===== src/rtl/mbgd_accum_tree_if.sv =====
// mbgd_accum_tree_if: beat-in / batch-total-out stream bundle for mbgd_accum_tree.
//   master : producer of beats and consumer of batch totals (testbench, upstream/downstream glue)
//   slave  : the accumulator tree itself
// Signals:
//   in_valid / in_ready / in_last / dot_products : input beat handshake, N packed PW-bit products
//   out_valid / out_ready / out_sum / out_count / out_ovf : one batch total per transaction
// Parameters must match those given to mbgd_accum_tree.
interface mbgd_accum_tree_if #(
  parameter int N         = 8,
  parameter int DW1       = 8,
  parameter int DW2       = 8,
  parameter int BATCH_MAX = 16
);
  localparam int PW = DW1 + DW2;
  localparam int NB = (N > 1) ? $clog2(N) : 1;
  localparam int SW = PW + NB;
  localparam int BB = $clog2(BATCH_MAX + 1);
  localparam int AW = SW + $clog2(BATCH_MAX);

  logic            in_valid;
  logic            in_ready;
  logic            in_last;
  logic [PW*N-1:0] dot_products;
  logic            out_valid;
  logic            out_ready;
  logic [AW-1:0]   out_sum;
  logic [BB-1:0]   out_count;
  logic            out_ovf;

  modport master (
    output in_valid, in_last, dot_products, out_ready,
    input  in_ready, out_valid, out_sum, out_count, out_ovf
  );

  modport slave (
    input  in_valid, in_last, dot_products, out_ready,
    output in_ready, out_valid, out_sum, out_count, out_ovf
  );
endinterface


===== src/rtl/mbgd_accum_tree.sv =====
// mbgd_accum_tree: reduces N packed products per beat through a registered,
// pipelined adder tree, accumulates the per-beat sums over a mini-batch closed
// by in_last and presents one batch total per output transaction.
// Ports:
//   clk   : clock
//   reset : asynchronous active-high reset
//   clear : synchronous flush of pipeline, accumulator and output register
//   bus   : mbgd_accum_tree_if.slave (input beats, output batch totals)
// Pipeline: input register (edge of acceptance), L add levels, then the
// accumulate/output register, so a one-beat batch appears after L+1 more edges.
module mbgd_accum_tree #(
  parameter int N         = 8,
  parameter int DW1       = 8,
  parameter int DW2       = 8,
  parameter int SIGNED    = 0,
  parameter int BATCH_MAX = 16
) (
  input  logic             clk,
  input  logic             reset,
  input  logic             clear,
  mbgd_accum_tree_if.slave bus
);
  localparam int PW = DW1 + DW2;
  localparam int NB = (N > 1) ? $clog2(N) : 1;
  localparam int SW = PW + NB;
  localparam int BB = $clog2(BATCH_MAX + 1);
  localparam int AW = SW + $clog2(BATCH_MAX);
  localparam int L  = NB;
  localparam int P  = 32'd1 << NB;

  // Extend one product to tree width according to SIGNED.
  function automatic logic [SW-1:0] ext_term(input logic [PW-1:0] t);
    if (SIGNED != 0) begin
      ext_term = SW'($signed(t));
    end else begin
      ext_term = SW'(t);
    end
  endfunction

  // Extend a tree sum to accumulator width according to SIGNED.
  function automatic logic [AW-1:0] ext_sum(input logic [SW-1:0] s);
    if (SIGNED != 0) begin
      ext_sum = AW'($signed(s));
    end else begin
      ext_sum = AW'(s);
    end
  endfunction

  logic                  stall;
  logic                  accept;

  // Tree is stored heap-style: node i sums children 2i and 2i+1; leaves sit at
  // P..2P-1. Every node is a register, so each tree level is one pipe stage.
  logic [N-1:0][PW-1:0]  leaf;
  logic [P-1:1][SW-1:0]  node;
  logic [2*P-1:2][SW-1:0] nd;
  logic [L:0]            vld;
  logic [L:0]            lst;

  logic [AW-1:0]         acc;
  logic [BB-1:0]         cnt;
  logic                  ovf;
  logic [AW-1:0]         batch_sum;
  logic [BB-1:0]         cnt_next;
  logic [BB:0]           cnt_wide;
  logic                  ovf_next;

  logic                  out_valid;
  logic [AW-1:0]         out_sum;
  logic [BB-1:0]         out_count;
  logic                  out_ovf;

  assign stall         = out_valid & ~bus.out_ready;
  assign bus.in_ready  = ~stall & ~reset;
  assign accept        = bus.in_valid & bus.in_ready;

  assign bus.out_valid = out_valid;
  assign bus.out_sum   = out_sum;
  assign bus.out_count = out_count;
  assign bus.out_ovf   = out_ovf;

  // Tree operand view: extended leaves (zero padding above N) and registered inner nodes.
  always_comb begin
    nd = '0;
    for (int i = 0; i < N; i++) begin
      nd[P + i] = ext_term(leaf[i]);
    end
    for (int i = 2; i < P; i++) begin
      nd[i] = node[i];
    end
  end

  // Next-state terms for the accumulate stage; count saturates, ovf uses the unsaturated count.
  always_comb begin
    batch_sum = acc + ext_sum(node[1]);
    cnt_wide  = {1'b0, cnt} + (BB+1)'(1);
    if (cnt == {BB{1'b1}}) begin
      cnt_next = cnt;
    end else begin
      cnt_next = cnt + BB'(1);
    end
    ovf_next = ovf | (cnt_wide > (BB+1)'(BATCH_MAX));
  end

  // Input register, adder-tree levels and their valid/last tags; all hold on stall.
  always_ff @(posedge clk or posedge reset) begin
    if (reset) begin
      leaf <= '0;
      node <= '0;
      vld  <= '0;
      lst  <= '0;
    end else if (clear) begin
      leaf <= '0;
      node <= '0;
      vld  <= '0;
      lst  <= '0;
    end else if (!stall) begin
      if (accept) begin
        leaf <= bus.dot_products;
      end
      vld[0] <= accept;
      lst[0] <= accept & bus.in_last;
      for (int s = 1; s <= L; s++) begin
        vld[s] <= vld[s-1];
        lst[s] <= lst[s-1];
      end
      for (int i = 1; i < P; i++) begin
        node[i] <= nd[2*i] + nd[2*i+1];
      end
    end
  end

  // Batch accumulator and output register; a new last result may load in the handshake cycle.
  always_ff @(posedge clk or posedge reset) begin
    if (reset) begin
      acc       <= '0;
      cnt       <= '0;
      ovf       <= 1'b0;
      out_valid <= 1'b0;
      out_sum   <= '0;
      out_count <= '0;
      out_ovf   <= 1'b0;
    end else if (clear) begin
      acc       <= '0;
      cnt       <= '0;
      ovf       <= 1'b0;
      out_valid <= 1'b0;
      out_sum   <= '0;
      out_count <= '0;
      out_ovf   <= 1'b0;
    end else if (!stall) begin
      if (vld[L] && lst[L]) begin
        out_sum   <= batch_sum;
        out_count <= cnt_next;
        out_ovf   <= ovf_next;
        out_valid <= 1'b1;
        acc       <= '0;
        cnt       <= '0;
        ovf       <= 1'b0;
      end else begin
        if (vld[L]) begin
          acc <= batch_sum;
          cnt <= cnt_next;
          ovf <= ovf_next;
        end
        if (out_valid && bus.out_ready) begin
          out_valid <= 1'b0;
        end
      end
    end
  end
endmodule

===== src/flat_wrapper.sv =====
// flat-port wrapper written by rule: the top's interface ports become plain ports
module mbgd_accum_tree_flat 
#(
  parameter int N         = 8,
  parameter int DW1       = 8,
  parameter int DW2       = 8,
  parameter int SIGNED    = 0,
  parameter int BATCH_MAX = 16
)
  (clk, reset, clear, bus_in_valid, bus_in_last, bus_dot_products, bus_out_ready, bus_in_ready, bus_out_valid, bus_out_sum, bus_out_count, bus_out_ovf);
  mbgd_accum_tree_if #(.N(N), .DW1(DW1), .DW2(DW2), .BATCH_MAX(BATCH_MAX)) bus_i ();
  input  logic clk;
  input  logic reset;
  input  logic clear;
  input wire logic [$bits(bus_i.in_valid)-1:0] bus_in_valid;
  input wire logic [$bits(bus_i.in_last)-1:0] bus_in_last;
  input wire logic [$bits(bus_i.dot_products)-1:0] bus_dot_products;
  input wire logic [$bits(bus_i.out_ready)-1:0] bus_out_ready;
  output wire logic [$bits(bus_i.in_ready)-1:0] bus_in_ready;
  output wire logic [$bits(bus_i.out_valid)-1:0] bus_out_valid;
  output wire logic [$bits(bus_i.out_sum)-1:0] bus_out_sum;
  output wire logic [$bits(bus_i.out_count)-1:0] bus_out_count;
  output wire logic [$bits(bus_i.out_ovf)-1:0] bus_out_ovf;
  assign bus_i.in_valid = bus_in_valid;
  assign bus_i.in_last = bus_in_last;
  assign bus_i.dot_products = bus_dot_products;
  assign bus_i.out_ready = bus_out_ready;
  assign bus_in_ready = bus_i.in_ready;
  assign bus_out_valid = bus_i.out_valid;
  assign bus_out_sum = bus_i.out_sum;
  assign bus_out_count = bus_i.out_count;
  assign bus_out_ovf = bus_i.out_ovf;
  mbgd_accum_tree #(.N(N), .DW1(DW1), .DW2(DW2), .SIGNED(SIGNED), .BATCH_MAX(BATCH_MAX)) u_core (.clk(clk), .reset(reset), .clear(clear), .bus(bus_i));
endmodule

===== config.mk =====
export PLATFORM = sky130hd
export DESIGN_NAME = mbgd_accum_tree_flat
export DESIGN_NICKNAME = d
export VERILOG_FILES = /design/src/rtl/mbgd_accum_tree_if.sv /design/src/rtl/mbgd_accum_tree.sv /design/src/flat_wrapper.sv
export SDC_FILE = /design/constraint.sdc
export NUM_CORES = 1
export LEC_CHECK = 0
export ABC_AREA = 1
export CORE_ASPECT_RATIO = 0.9
export CORE_MARGIN = 4
export CORE_UTILIZATION = 30
export CTS_BUF_LIST = sky130_fd_sc_hd__clkbuf_4 sky130_fd_sc_hd__clkbuf_8
export DETAILED_ROUTE_END_ITERATION = 6
export PLACE_DENSITY = 0.51
export SYNTH_ARGS = -nofsm -noshare
export SYNTH_HDL_FRONTEND = slang
export SYNTH_SLANG_ARGS = --single-unit
export TNS_END_PERCENT = 10

===== constraint.sdc =====
create_clock -name clk -period 10.5 [get_ports clk]
set_input_delay 1.05 -clock clk [delete_from_list [all_inputs] [get_ports clk]]
set_output_delay 1.05 -clock clk [all_outputs]
set_load 0.01 [all_outputs]

==> qor.yml <==
finalCriticalPeriod_ps: 4360
synth_area_um2: 20700
drtIter0Drc: 817
cts_buffers: 60
grt_overflow: 0
cp.arrival_ps: 4910
grt_antenna_before_repair: 2
core-area_um2: 68400
hpwl_um: 42600
place.gp.congestion: 0.857
ir_drop_v: 0.0000713
finalNonFillerCells: 3818
vias: 17800
grt_use_total: 0.154
synthCells: 2683
rsz0062_at_grt: "no"
synth_ff_type: "dfrtp_1"
p_leak_nw: 12.6
tns_ps: 0
skew_ps: 71.2
setup_viol: 0
cts_resized: 0
synth_cell_type_count: 47
cts_max_level: 2
yosys.cell_count.top_type: "nand2_1"
fmax_mhz: 229
yosys_warnings: 0
ys_top_cells_by_area: "dfrtp_1 38%, nand2_1 15%, ha_1 8.4%, inv_1 6.0%, nand3_1 4.9%"
clock_path_buffers: 3
io_pins: 165
syn_avg_cell_area_um2: 7.72
min_period_over_period: 0.416
slew_headroom: 0.307
placed_cells: 3710
syn_to_final_growth_pct: 18.2
hold_viol_final: 0
crit_required_ps: 11050
fp-row-count: 91
cp_cell_sequence: "clkdlybuf4s50_1 -> inv_6 -> buf_4 -> nand3_4 -> buf_4 -> o21ai_2"
cts_setup_buffers: 0
wirelength_um: 56800
antenna_left: 0
ys_async_sr_fraction: 1.00
die_area_um2: 73300
grt_max_degree: 130
drc: 0
cp-start-kind: "primary input"
end_kind: "register"
numClockSinks: 318
final_nets: 3123
clock_tree.root_cell: "clkbuf_8"
dieHeight_um: 257
synth-seq-cells: 318
synth_common_cells: "811 x nand2_1, 331 x inv_1, 318 x dfrtp_1"
min_path_type: "register to register"
cts_hold_buf: 0
cts_tree: "yes"
synth.net_count: 2964
layout-drive-gt1-share: 0.109
status: "finished, final reports clean"
die-width_um: 285
synth_edf_count: 0
cp_max_fo: 61
dr.pass1.iters: 5
post_drt_wl_per_cell_um: 14.9
ys_seq_area_frac: 0.384
clk_latency_ps: 690
maxCapViolations: 0
grt_pass1_wl_um: 93300
vias_per_cell: 4.66
timing.hold.ws_ps: 476
worst_pin_slew_ps: 1040
slowest_stage: "nand3_4"
crit_top_cell: "buf_4"
first_global_vias: 17900
timing_worst_setup_path_type: "primary input to register"
yosysTopAreaCell: "dfrtp_1"
io_buffers: 164
start_util: 0.303
synth_top_area_frac: 0.384
clk_pin_slew_ps: 50
power_density_nw_per_um2: 128
slowest_delay_ps: 770
drv_slew: 0
worst paths after layout:
kind,slack [ps],cells after the start,end,start
setup / recovery,6140,6,u_core.leaf[6],clear
hold / removal,480,2,u_core.bus.out_sum[20],u_core.bus.out_sum[20]
setup reg to reg,7470,7,u_core.vld[0],u_core.bus.out_valid
hold reg to reg,480,2,u_core.bus.out_sum[20],u_core.bus.out_sum[20]
max in group asynchronous,7110,4,u_core.nd[6],reset
min in group asynchronous,1150,2,u_core.leaf[44],reset
power breakdown:
part	internal (W)	switching (W)
logic	0.000154	0.000240
clock network	0.000839	0.000559
registers	0.00128	0.0000487
critical path, delay by kind of cell:
| family | cells | cell delay, ps |
|---|---|---|
| buffers and inverters | 4 | 2570 |
| AOI/OAI and AO/OA | 1 | 260 |
| and+or+nand+nor | 1 | 770 |
cells in the final DEF (no fill, tap or decap), types with 9 or more instances in the layout:
cell             count
nand2_1            811
inv_1              330
dfrtp_1            318
nand3_1            202
clkdlybuf4s50_1    164
a21oi_1            153
o21ai_0            150
ha_1               139
nor2_1             126
nand3_2             90
o21ai_2             85
clkbuf_8            81
nand3b_1            39
o21ai_1             22
nor3_1              21
clkbuf_4            16
nand4_1             15
a22o_1              14
xnor2_1             13
buf_4               10
xor2_1               9
flip-flops by register name, indices dropped and copies added, names as in the netlist:
| register | flops |
|---|---|
| u_core.bus.out_valid | 1 |
| u_core.leaf | 128 |
| u_core.ovf | 1 |
| u_core.lst | 4 |
| u_core.acc | 23 |
| u_core.nd | 104 |
| u_core.bus.out_ovf | 1 |
| u_core.bus.out_sum | 23 |
| u_core.node | 19 |
| u_core.vld | 4 |
| u_core.cnt | 5 |
| u_core.bus.out_count | 5 |
area by class of cell:
class | instances | area, um2
Clock buffer | 97 | 1230
Inverter | 337 | 1280
Fill cell | 7278 | 44000
Clock inverter | 9 | 160
Sequential cell | 318 | 7960
Multi-Input combinational cell | 1951 | 10900
Timing Repair Buffer | 174 | 1720
Tap cell | 930 | 1160
Antenna cell | 2 | 5.00
metal layers:
metal	GRT usage	vias up	part of all wire
li1	-	9080	-
met1	0.220	8359	0.50
met2	0.247	305	0.45
met3	0.0249	58	0.041
met4	0.0305	0	0.014
met5	0	-	0
logic make-up (layout without fill, tap and decap cells):
group,count (synthesis),after routing,share of synthesized area
DFF,318,318,0.384
xor gates and xnor gates,22,22,0.00931
buffers and inverters,414,617,0.0877
and+or+nand+nor,1330,1330,0.297
other,0,2,0
adders and majority gates,147,147,0.0917
AOI/OAI and AO/OA,452,452,0.130
metrics by stage:
step	worst slack, ps	instance area, um2	utilization	power, W
6_report	6140	24500	0.357	0.00312
2_1_floorplan	650	20700	-	0.00160
5_1_grt	5830	24500	0.357	0.00329
3_5_place_dp	5430	23100	0.337	0.00175
3_3_place_gp	5530	23100	0.337	0.00175
4_1_cts	6130	24500	0.357	0.00318
Power figures use the tool's default switching activity.
